<file path="src/rtl/pipe_pkg.sv">
// Shared types and constants for the EX/MEM pipeline stage.
//   stage_state_e    : occupancy of a valid/ready stage (empty, main only, main + skid)
//   WB_SEL_*         : writeback source select encodings
//   ex_mem_payload_t : default-width (XLEN=32, REG_AW=5) payload layout, MSB first
//   payload_width()  : packed payload width for any XLEN/REG_AW
package pipe_pkg;

    typedef enum logic [1:0] {
        ST_EMPTY = 2'd0,
        ST_FULL  = 2'd1,
        ST_SKID  = 2'd2
    } stage_state_e;

    localparam logic [1:0] WB_SEL_ALU = 2'b00;
    localparam logic [1:0] WB_SEL_MEM = 2'b01;
    localparam logic [1:0] WB_SEL_PC4 = 2'b10;

    localparam int unsigned XLEN_DEF   = 32;
    localparam int unsigned REG_AW_DEF = 5;

    typedef struct packed {
        logic [XLEN_DEF-1:0]   pc_plus_4;
        logic [XLEN_DEF-1:0]   rs2_data;
        logic [XLEN_DEF-1:0]   alu_result;
        logic [REG_AW_DEF-1:0] rd;
        logic [1:0]            wr_data_sel;
        logic                  reg_wr;
        logic                  mem_rd;
        logic                  mem_wr;
    } ex_mem_payload_t;

    // Three XLEN fields, rd, 2-bit select and three strobes.
    function automatic int unsigned payload_width(int unsigned xlen, int unsigned reg_aw);
        return 3 * xlen + reg_aw + 5;
    endfunction

endpackage

</file>
<file path="src/rtl/ex_mem_stage_if.sv">
// EX/MEM stage bus: upstream (in_*) payload with valid/ready and downstream (out_*) payload
// with valid/ready.
//   master : the environment (execute stage drives in_*, memory stage drives out_ready)
//   slave  : the pipeline stage itself
interface ex_mem_stage_if #(
    parameter int unsigned XLEN   = 32,
    parameter int unsigned REG_AW = 5
);
    logic              in_valid;
    logic              in_ready;
    logic [XLEN-1:0]   in_pc_plus_4;
    logic [XLEN-1:0]   in_rs2_data;
    logic [XLEN-1:0]   in_alu_result;
    logic [REG_AW-1:0] in_rd;
    logic [1:0]        in_wr_data_sel;
    logic              in_reg_wr;
    logic              in_mem_rd;
    logic              in_mem_wr;

    logic              out_valid;
    logic              out_ready;
    logic [XLEN-1:0]   out_pc_plus_4;
    logic [XLEN-1:0]   out_rs2_data;
    logic [XLEN-1:0]   out_alu_result;
    logic [REG_AW-1:0] out_rd;
    logic [1:0]        out_wr_data_sel;
    logic              out_reg_wr;
    logic              out_mem_rd;
    logic              out_mem_wr;

    modport master (
        output in_valid, in_pc_plus_4, in_rs2_data, in_alu_result, in_rd, in_wr_data_sel,
               in_reg_wr, in_mem_rd, in_mem_wr, out_ready,
        input  in_ready, out_valid, out_pc_plus_4, out_rs2_data, out_alu_result, out_rd,
               out_wr_data_sel, out_reg_wr, out_mem_rd, out_mem_wr
    );

    modport slave (
        input  in_valid, in_pc_plus_4, in_rs2_data, in_alu_result, in_rd, in_wr_data_sel,
               in_reg_wr, in_mem_rd, in_mem_wr, out_ready,
        output in_ready, out_valid, out_pc_plus_4, out_rs2_data, out_alu_result, out_rd,
               out_wr_data_sel, out_reg_wr, out_mem_rd, out_mem_wr
    );
endinterface

</file>
<file path="src/rtl/pipe_skid_buf.sv">
// Generic valid/ready pipeline stage holding a W-bit main entry and, when SKID=1, a second
// skid entry so that in_ready can come straight from a register.
//   clk, reset            : clock, synchronous active-high reset
//   flush                 : drop all held entries and any entry arriving this cycle
//   in_valid/in_ready     : upstream handshake, in_data payload
//   out_valid/out_ready   : downstream handshake, out_data payload (always main entry)
// All outputs read 0 while reset is high.
module pipe_skid_buf
    import pipe_pkg::*;
#(
    parameter int unsigned W    = 32,
    parameter bit          SKID = 1'b1
) (
    input  logic         clk,
    input  logic         reset,
    input  logic         flush,
    input  logic         in_valid,
    output logic         in_ready,
    input  logic [W-1:0] in_data,
    output logic         out_valid,
    input  logic         out_ready,
    output logic [W-1:0] out_data
);

    localparam logic [1:0] S_EMPTY = ST_EMPTY;
    localparam logic [1:0] S_FULL  = ST_FULL;
    localparam logic [1:0] S_SKID  = ST_SKID;

    logic [1:0]   state_q, state_d;
    logic [W-1:0] main_q, main_d;
    logic [W-1:0] skid_q, skid_d;
    logic         in_fire, out_fire;

    // SKID=1: in_ready depends only on the state register. SKID=0: pass-through of out_ready,
    // which keeps the skid state unreachable.
    if (SKID) begin : g_skid
        assign in_ready = !reset && (state_q != S_SKID);
    end else begin : g_noskid
        assign in_ready = !reset && (out_ready || (state_q == S_EMPTY));
    end

    assign out_valid = !reset && (state_q != S_EMPTY);
    assign out_data  = reset ? '0 : main_q;
    assign in_fire   = in_valid && in_ready;
    assign out_fire  = out_valid && out_ready;

    always_comb begin
        state_d = state_q;
        main_d  = main_q;
        skid_d  = skid_q;
        case (state_q)
            S_EMPTY: begin
                if (in_fire) begin
                    state_d = S_FULL;
                    main_d  = in_data;
                end
            end
            S_FULL: begin
                if (in_fire && out_fire) begin
                    main_d = in_data;
                end else if (in_fire) begin
                    state_d = S_SKID;
                    skid_d  = in_data;
                end else if (out_fire) begin
                    state_d = S_EMPTY;
                end
            end
            S_SKID: begin
                if (out_fire) begin
                    state_d = S_FULL;
                    main_d  = skid_q;
                end
            end
            default: state_d = S_EMPTY;
        endcase
        // Payload may still be captured; it is stale once the stage reads empty.
        if (flush) begin
            state_d = S_EMPTY;
        end
    end

    always_ff @(posedge clk) begin
        if (reset) begin
            state_q <= S_EMPTY;
            main_q  <= '0;
            skid_q  <= '0;
        end else begin
            state_q <= state_d;
            main_q  <= main_d;
            skid_q  <= skid_d;
        end
    end

endmodule

</file>
<file path="src/rtl/ex_mem_stage.sv">
// EX/MEM pipeline stage: carries PC+4, rs2 data, ALU result, rd and control bits from execute
// to memory with valid/ready flow control, flush and a saturating stall-cycle counter.
//   clk, reset : clock, synchronous active-high reset (all outputs 0 while high)
//   flush      : kill held entries and the entry arriving this cycle
//   bus        : ex_mem_stage_if slave (in_* / out_* payload and handshakes)
//   stall_cnt  : cycles with out_valid & !out_ready (flush cycles excluded), saturating
module ex_mem_stage
    import pipe_pkg::*;
#(
    parameter int unsigned XLEN   = 32,
    parameter int unsigned REG_AW = 5,
    parameter bit          SKID   = 1'b1,
    parameter int unsigned CNT_W  = 16
) (
    input  logic             clk,
    input  logic             reset,
    input  logic             flush,
    ex_mem_stage_if.slave    bus,
    output logic [CNT_W-1:0] stall_cnt
);

    localparam int unsigned W = payload_width(XLEN, REG_AW);

    // Same field order as ex_mem_payload_t, sized by this instance's parameters.
    typedef struct packed {
        logic [XLEN-1:0]   pc_plus_4;
        logic [XLEN-1:0]   rs2_data;
        logic [XLEN-1:0]   alu_result;
        logic [REG_AW-1:0] rd;
        logic [1:0]        wr_data_sel;
        logic              reg_wr;
        logic              mem_rd;
        logic              mem_wr;
    } payload_t;

    payload_t         in_pl, out_pl;
    logic             out_valid;
    logic [CNT_W-1:0] cnt_q;

    assign in_pl = '{
        pc_plus_4:   bus.in_pc_plus_4,
        rs2_data:    bus.in_rs2_data,
        alu_result:  bus.in_alu_result,
        rd:          bus.in_rd,
        wr_data_sel: bus.in_wr_data_sel,
        reg_wr:      bus.in_reg_wr,
        mem_rd:      bus.in_mem_rd,
        mem_wr:      bus.in_mem_wr
    };

    pipe_skid_buf #(
        .W    (W),
        .SKID (SKID)
    ) u_buf (
        .clk       (clk),
        .reset     (reset),
        .flush     (flush),
        .in_valid  (bus.in_valid),
        .in_ready  (bus.in_ready),
        .in_data   (in_pl),
        .out_valid (out_valid),
        .out_ready (bus.out_ready),
        .out_data  (out_pl)
    );

    assign bus.out_valid       = out_valid;
    assign bus.out_pc_plus_4   = out_pl.pc_plus_4;
    assign bus.out_rs2_data    = out_pl.rs2_data;
    assign bus.out_alu_result  = out_pl.alu_result;
    assign bus.out_rd          = out_pl.rd;
    assign bus.out_wr_data_sel = out_pl.wr_data_sel;
    // Bubbles must never write, whatever stale payload the register holds.
    assign bus.out_reg_wr      = out_pl.reg_wr && out_valid;
    assign bus.out_mem_rd      = out_pl.mem_rd && out_valid;
    assign bus.out_mem_wr      = out_pl.mem_wr && out_valid;

    always_ff @(posedge clk) begin
        if (reset) begin
            cnt_q <= '0;
        end else if (out_valid && !bus.out_ready && !flush && (cnt_q != '1)) begin
            cnt_q <= cnt_q + 1'b1;
        end
    end

    assign stall_cnt = reset ? '0 : cnt_q;

endmodule

</file>
<file path="src/flat_wrapper.sv">
// flat-port wrapper written by rule: the top's interface ports become plain ports
module ex_mem_stage_flat import pipe_pkg::*;
#(
    parameter int unsigned XLEN   = 32,
    parameter int unsigned REG_AW = 5,
    parameter bit          SKID   = 1'b1,
    parameter int unsigned CNT_W  = 16
)
  (clk, reset, flush, stall_cnt, bus_in_valid, bus_in_pc_plus_4, bus_in_rs2_data, bus_in_alu_result, bus_in_rd, bus_in_wr_data_sel, bus_in_reg_wr, bus_in_mem_rd, bus_in_mem_wr, bus_out_ready, bus_in_ready, bus_out_valid, bus_out_pc_plus_4, bus_out_rs2_data, bus_out_alu_result, bus_out_rd, bus_out_wr_data_sel, bus_out_reg_wr, bus_out_mem_rd, bus_out_mem_wr);
  ex_mem_stage_if #(.XLEN(XLEN), .REG_AW(REG_AW)) bus_i ();
  input  logic clk;
  input  logic reset;
  input  logic flush;
  output logic [CNT_W-1:0] stall_cnt;
  input wire logic [$bits(bus_i.in_valid)-1:0] bus_in_valid;
  input wire logic [$bits(bus_i.in_pc_plus_4)-1:0] bus_in_pc_plus_4;
  input wire logic [$bits(bus_i.in_rs2_data)-1:0] bus_in_rs2_data;
  input wire logic [$bits(bus_i.in_alu_result)-1:0] bus_in_alu_result;
  input wire logic [$bits(bus_i.in_rd)-1:0] bus_in_rd;
  input wire logic [$bits(bus_i.in_wr_data_sel)-1:0] bus_in_wr_data_sel;
  input wire logic [$bits(bus_i.in_reg_wr)-1:0] bus_in_reg_wr;
  input wire logic [$bits(bus_i.in_mem_rd)-1:0] bus_in_mem_rd;
  input wire logic [$bits(bus_i.in_mem_wr)-1:0] bus_in_mem_wr;
  input wire logic [$bits(bus_i.out_ready)-1:0] bus_out_ready;
  output wire logic [$bits(bus_i.in_ready)-1:0] bus_in_ready;
  output wire logic [$bits(bus_i.out_valid)-1:0] bus_out_valid;
  output wire logic [$bits(bus_i.out_pc_plus_4)-1:0] bus_out_pc_plus_4;
  output wire logic [$bits(bus_i.out_rs2_data)-1:0] bus_out_rs2_data;
  output wire logic [$bits(bus_i.out_alu_result)-1:0] bus_out_alu_result;
  output wire logic [$bits(bus_i.out_rd)-1:0] bus_out_rd;
  output wire logic [$bits(bus_i.out_wr_data_sel)-1:0] bus_out_wr_data_sel;
  output wire logic [$bits(bus_i.out_reg_wr)-1:0] bus_out_reg_wr;
  output wire logic [$bits(bus_i.out_mem_rd)-1:0] bus_out_mem_rd;
  output wire logic [$bits(bus_i.out_mem_wr)-1:0] bus_out_mem_wr;
  assign bus_i.in_valid = bus_in_valid;
  assign bus_i.in_pc_plus_4 = bus_in_pc_plus_4;
  assign bus_i.in_rs2_data = bus_in_rs2_data;
  assign bus_i.in_alu_result = bus_in_alu_result;
  assign bus_i.in_rd = bus_in_rd;
  assign bus_i.in_wr_data_sel = bus_in_wr_data_sel;
  assign bus_i.in_reg_wr = bus_in_reg_wr;
  assign bus_i.in_mem_rd = bus_in_mem_rd;
  assign bus_i.in_mem_wr = bus_in_mem_wr;
  assign bus_i.out_ready = bus_out_ready;
  assign bus_in_ready = bus_i.in_ready;
  assign bus_out_valid = bus_i.out_valid;
  assign bus_out_pc_plus_4 = bus_i.out_pc_plus_4;
  assign bus_out_rs2_data = bus_i.out_rs2_data;
  assign bus_out_alu_result = bus_i.out_alu_result;
  assign bus_out_rd = bus_i.out_rd;
  assign bus_out_wr_data_sel = bus_i.out_wr_data_sel;
  assign bus_out_reg_wr = bus_i.out_reg_wr;
  assign bus_out_mem_rd = bus_i.out_mem_rd;
  assign bus_out_mem_wr = bus_i.out_mem_wr;
  ex_mem_stage #(.XLEN(XLEN), .REG_AW(REG_AW), .SKID(SKID), .CNT_W(CNT_W)) u_core (.clk(clk), .reset(reset), .flush(flush), .bus(bus_i), .stall_cnt(stall_cnt));
endmodule
</file>
<file path="config.mk">
export PLATFORM = sky130hd
export DESIGN_NAME = ex_mem_stage_flat
export DESIGN_NICKNAME = d
export VERILOG_FILES = /design/src/rtl/pipe_pkg.sv /design/src/rtl/ex_mem_stage_if.sv /design/src/rtl/pipe_skid_buf.sv /design/src/rtl/ex_mem_stage.sv /design/src/flat_wrapper.sv
export SDC_FILE = /design/constraint.sdc
export NUM_CORES = 1
export LEC_CHECK = 0
export BUFFER_PORTS_ARGS = -buffer_cell sky130_fd_sc_hd__buf_2
export CORE_AREA = 2 2 162 164
export DETAILED_ROUTE_END_ITERATION = 8
export DIE_AREA = 0 0 164 166
export PLACE_DENSITY = 0.68
export SLEW_MARGIN = 20
export SYNTH_ARGS = -nofsm -noshare
export SYNTH_HDL_FRONTEND = slang
export SYNTH_SLANG_ARGS = --single-unit
</file>
<file path="constraint.sdc">
create_clock -name clk -period 4.7 [get_ports clk]
set_clock_uncertainty 0.05 [all_clocks]
set_input_delay 0.94 -clock clk [delete_from_list [all_inputs] [get_ports clk]]
set_output_delay 0.94 -clock clk [all_outputs]
set_load 0.005 [all_outputs]
</file>
* After elaboration in Yosys (flattened, before gate mapping)
Cells that the tools add are included.
** Cells by class
- $add $sub $neg :: 1
- Equal/unequal tests :: 9
- Multiplexer cells :: 12
- Bitwise gates (word level) :: 1
- Reduce and logical (&&, ||, !) cells :: 21
** Operators by type and width (count)
- 106-bit 2-to-1 mux :: 4
- 106-bit one-hot mux with 3 select lines :: 1
- 16-bit by 1-bit adder with 16-bit output (second input constant) :: 1
- 16-bit 2-to-1 mux :: 1
- 16-bit inequality test (second input constant) :: 1
- 1-bit logical AND :: 11
- 2-bit 2-to-1 mux :: 5
- 2-bit inequality test (second input constant) :: 5
- 4-bit AND reduction :: 2
- 2-bit one-hot mux with 3 select lines :: 1
- 1-bit zero test :: 3
- 3-bit inequality test (second input constant) :: 1
- 3-bit AND reduction :: 1
- 3-bit nonzero test :: 1
- 2-bit by 1-bit == test with 1-bit output (second input constant) :: 1
- 2-bit == test (second input constant) :: 1
- 2-bit zero test :: 1
- 2-bit nonzero test :: 1
- 2-bit OR reduction :: 1
- 1-bit NOT :: 1
** Storage, ports and cells
- Bits in registers :: 230
- Input bits :: 111
- Output and inout port bits :: 124
- Logic and storage cells :: 48

* Logic depth before layout (Yosys ltp)
- Word-level depth :: 7
- Mapped depth :: 7
- Depth with buffers taken out :: 5

* Hierarchy
From an unflattened synthesis, not the netlist that was laid out.
** Second synthesis, totals
- Cell total of the unflattened synthesis :: 1233
- Area, all modules :: 11375.9 um^2
** Modules (own cells, without submodules)
- pipe_skid_buf :: instances 1, cells each 1116, area each 10417.5 um^2
- ex_mem_stage :: instances 1, cells each 117, area each 958.4 um^2

* Worst setup path after synthesis
No wires, ideal clock.
- Path kind :: input to output
- Start point :: input port reset
- End point :: output port bus_out_valid
- Arrival time :: 1856 ps
- Required time :: 3710 ps
- Setup slack :: 1854 ps
- Cell stages on the path :: 4
- Buffers on the path :: 3
- Cells stage by stage :: clkbuf_1 buf_1 clkbuf_1 nor2_1
** Between the ends
- Word-level cells in the longest chain between the ends :: 2
** Ends and longest elaborated chain
- start, declared :: line flat_wrapper.sv:12 : input logic reset;
- 1-bit zero test :: line pipe_skid_buf.sv:42 : assign out_valid = !reset && (state_q != S_EMPTY);
- 1-bit logical AND :: line pipe_skid_buf.sv:42
- end, declared :: line flat_wrapper.sv:26 : output wire logic [$bits(bus_i.out_valid)-1:0] bus_out_valid;
No other way between the ends.

* Worst setup path in the final report
- Start point :: input port reset
- End point :: output port stall_cnt[2]
** Between the ends
- Word-level cells in the longest chain between the ends :: 1
** Ends and longest elaborated chain
- 16-bit 2-to-1 mux :: line ex_mem_stage.sv:85 : assign stall_cnt = reset ? '0 : cnt_q;
- end, declared :: line flat_wrapper.sv:14 : output logic [CNT_W-1:0] stall_cnt;
No other way between the ends.

==> results.toml <==
[pwr]
p_leak_nw = 5.47
ir_drop_mv = 0.219
p_total_w = 0.00451
powerDensity_nw_per_um2 = 364

[place]
hpwlAfterDp_um = 16000
place_area_um2 = 11500
portBuffers = 234
placed_cells = 1664
gp_congestion = 0.729

[logic_synthesis]
seq_area_frac_synth_pct = 45.5
synth-simple-area-share_pct = 18.8
synthDistinctLibCells = 39
synthMuxAreaShare_pct = 11.5
syn_area_per_cell_um2 = 8.48
syn_nets = 1305
ys_ff_latch = 230
synth_compound_area_share_pct = 19.7
synth_edf_count = 0
ys.flop_type = "dfxtp_1"
synth_top_family_by_area = "compound AO/OA/AOI/OAI gates"
netlist_area_um2 = 10100
ys_warn_count = 0
synth_cells = 1193
synthXorXnorAreaFrac_pct = 0
synth-adder-area-share_pct = 0.124
async_flop_share_pct = 0

[die]
coreArea_um2 = 25600
start_util_pct = 39.5
core.rowCount = 59
pin_count = 235
die_w_um = 164
die_h_um = 166
die_area_um2 = 27200

[final_layout]
nets = 1469
layout-drive-gt1-share_pct = 21.9
utilization_pct = 48.3
fillers = 2475
multi_input_area_um2 = 5100
seqCellArea_um2 = 4600
final_cell_count_no_fill = 1715
area_delta_synth_final_pct = 22.4
design_area_um2 = 12400

[critical_path]
cp.arrival_ns = 2.26
reg2reg_slack_ns = 2.34
max_stage_delay_ns = 0.56
r2r_cells = 5
r2r_start = "u_core.u_buf.state_q[0]$_SDFFE_PP0P_"
worstReg2RegEnd = "u_core.u_buf.main_q[43]$_SDFFE_PP0P_"
slowest_stage = "buf_4"
critical_path.startpoint_type = "input pin"
crit_fanout = 99
worstSetupPathType = "in -> out"
crit_path_end_kind = "primary output"
crit_chain = "buf_8, buf_4, nor2_1, buf_2"
crit_required_ns = 3.71

[routing]
wire_per_inst_um = 15.1
vias = 8808
drt-initial-drc-count = 686
antenna_left = 0
drtPass1Iterations = 5
drc = 0
vias_per_cell = 5.14
routed_wl_um = 25900

[grt]
grt_pass1_vias = 8166
grt_pass1_wl_um = 41600
grt_antenna_before_repair = 3
grt_use_total_pct = 18.2
overflow = 0
grt_max_degree = 110

[sta]
maxSlewViolCount = 0
relSlewSlack_pct = 34.1
hold_viol_final = 0
finalSetupViolations = 0
fmax_mhz = 308
finalCritPeriodShare_pct = 69.1
period_needed_ns = 3.25
worstMarginPinSlew_ns = 0.989
rsz0062_at_grt = "no"
fin_setup_tns_ns = 0

[clock_network]
post_cts_buffers = 0
clock-sinks = 230
clk_latency_ns = 0.52
ctsResizeCount = 0
cts_buffer_depth = 3
clockRootBuffer = "clkbuf_16"
clk_pin_slew_worst_paths_ns = 0.06
cts_tree = "yes"
cts_buffers = 26
cts_hold_buf = 0
cts_htree_levels = 1

[hold_path]
hold_depth = 2
hp-class = "reg -> reg"
holdPathEnd = "u_core.u_buf.skid_q[62]$_SDFFE_PP0P_"
hold_start = "u_core.u_buf.skid_q[62]$_SDFFE_PP0P_"

[flow_run]
cap_viol_max_count = 0

[outcome]
outcome = "finished, final reports clean"
-- state kept, by name (all words and copies together) (netlist names) --
register              cells
u_core.u_buf.main_q     106
u_core.u_buf.skid_q     106
u_core.u_buf.state_q      2
u_core.cnt_q             16
-- kinds of logic after synthesis --
kind of cell / after synthesis
simple gates: 392
fa+ha+maj: 1
mux: 115
buf+inv: 115
compound gates: 340
flops: 230
-- cell type report --
| cell class | count | area share, % |
|---|---|---|
| Timing Repair Buffer | 246 | 10.8 |
| Sequential cell | 230 | 37.2 |
| Clock buffer | 36 | 6.05 |
| Inverter | 5 | 0.172 |
| Clock inverter | 12 | 1.14 |
| Multi-Input combinational cell | 848 | 41.2 |
| Tap cell | 335 | 3.39 |
| Antenna cell | 3 | 0.0606 |
-- placed cells by master, fill, tap and decap left out, types with 6 or more instances in the layout --
cell,n
a211oi_1,106
a21oi_1,221
buf_2,233
buf_4,7
clkbuf_16,27
clkinv_2,7
dfxtp_1,230
mux2_1,6
mux2i_1,108
nand2_1,217
nand3_1,8
nor2_1,13
nor2b_1,117
or4_1,6
-- synthesized netlist by cell type (all sizes together) (2+ instances only) --
| cell type | n | area [µm²] |
|---|---|---|
| a211oi | 106 | 796 |
| a21oi | 221 | 1110 |
| and2 | 2 | 12.5 |
| and3 | 4 | 25.0 |
| buf | 12 | 61.3 |
| clkbuf | 98 | 368 |
| dfxtp | 230 | 4600 |
| inv | 5 | 18.8 |
| mux2 | 7 | 78.8 |
| mux2i | 108 | 1080 |
| nand2 | 217 | 815 |
| nand2b | 4 | 32.5 |
| nand3 | 9 | 45.0 |
| nand4 | 4 | 25.0 |
| nor2 | 13 | 48.8 |
| nor2b | 117 | 732 |
| nor3 | 4 | 20.0 |
| nor4 | 4 | 31.3 |
| o21ai | 5 | 25.0 |
| o31ai | 4 | 30.0 |
| or3 | 3 | 23.8 |
| or4 | 7 | 56.3 |
-- per-layer routing --
metal / global-route usage [%] / part of all wire, %
met1: 24.3 / 45
met2: 29.7 / 46
met3: 4.22 / 6.6
met4: 4.69 / 2.1
met5: 0 / 0
-- how the worst max path moves through the flow --
stage,from,endpoint,slack (ns)
after floorplan,reset,bus_out_valid,1.85
after global placement,reset,stall_cnt[2],1.44
after detailed placement,reset,bus_out_rs2_data[0],1.44
after CTS,reset,bus_out_alu_result[28],1.43
after global routing,reset,bus_out_rs2_data[22],1.30
final,reset,stall_cnt[2],1.45
-- power breakdown --
group / internal [W] / switching [W] / total [W] / leakage [nW]
sequential: 0.00202 / 0.0000351 / 0.00205 / 1.87
combinational: 0.000166 / 0.000221 / 0.000387 / 3.16
clock: 0.00128 / 0.000795 / 0.00207 / 0.441
-- critical path: cells and delay by family --
kind	cells	cell delay, ns
buffers and inverters	3	1.14
AND/OR/NAND/NOR	1	0.10
-- metrics by stage --
| step | hold slack [ns] | setup slack [ns] |
|---|---|---|
| final | 0.401 | 1.45 |
| after global routing | 0.418 | 1.30 |
| after CTS | 0.404 | 1.43 |
| after detailed placement | 0.396 | 1.44 |
| after global placement | 0.390 | 1.44 |
| after floorplan | 0.386 | 1.85 |
No activity file was read; power rests on OpenSTA's default activity.
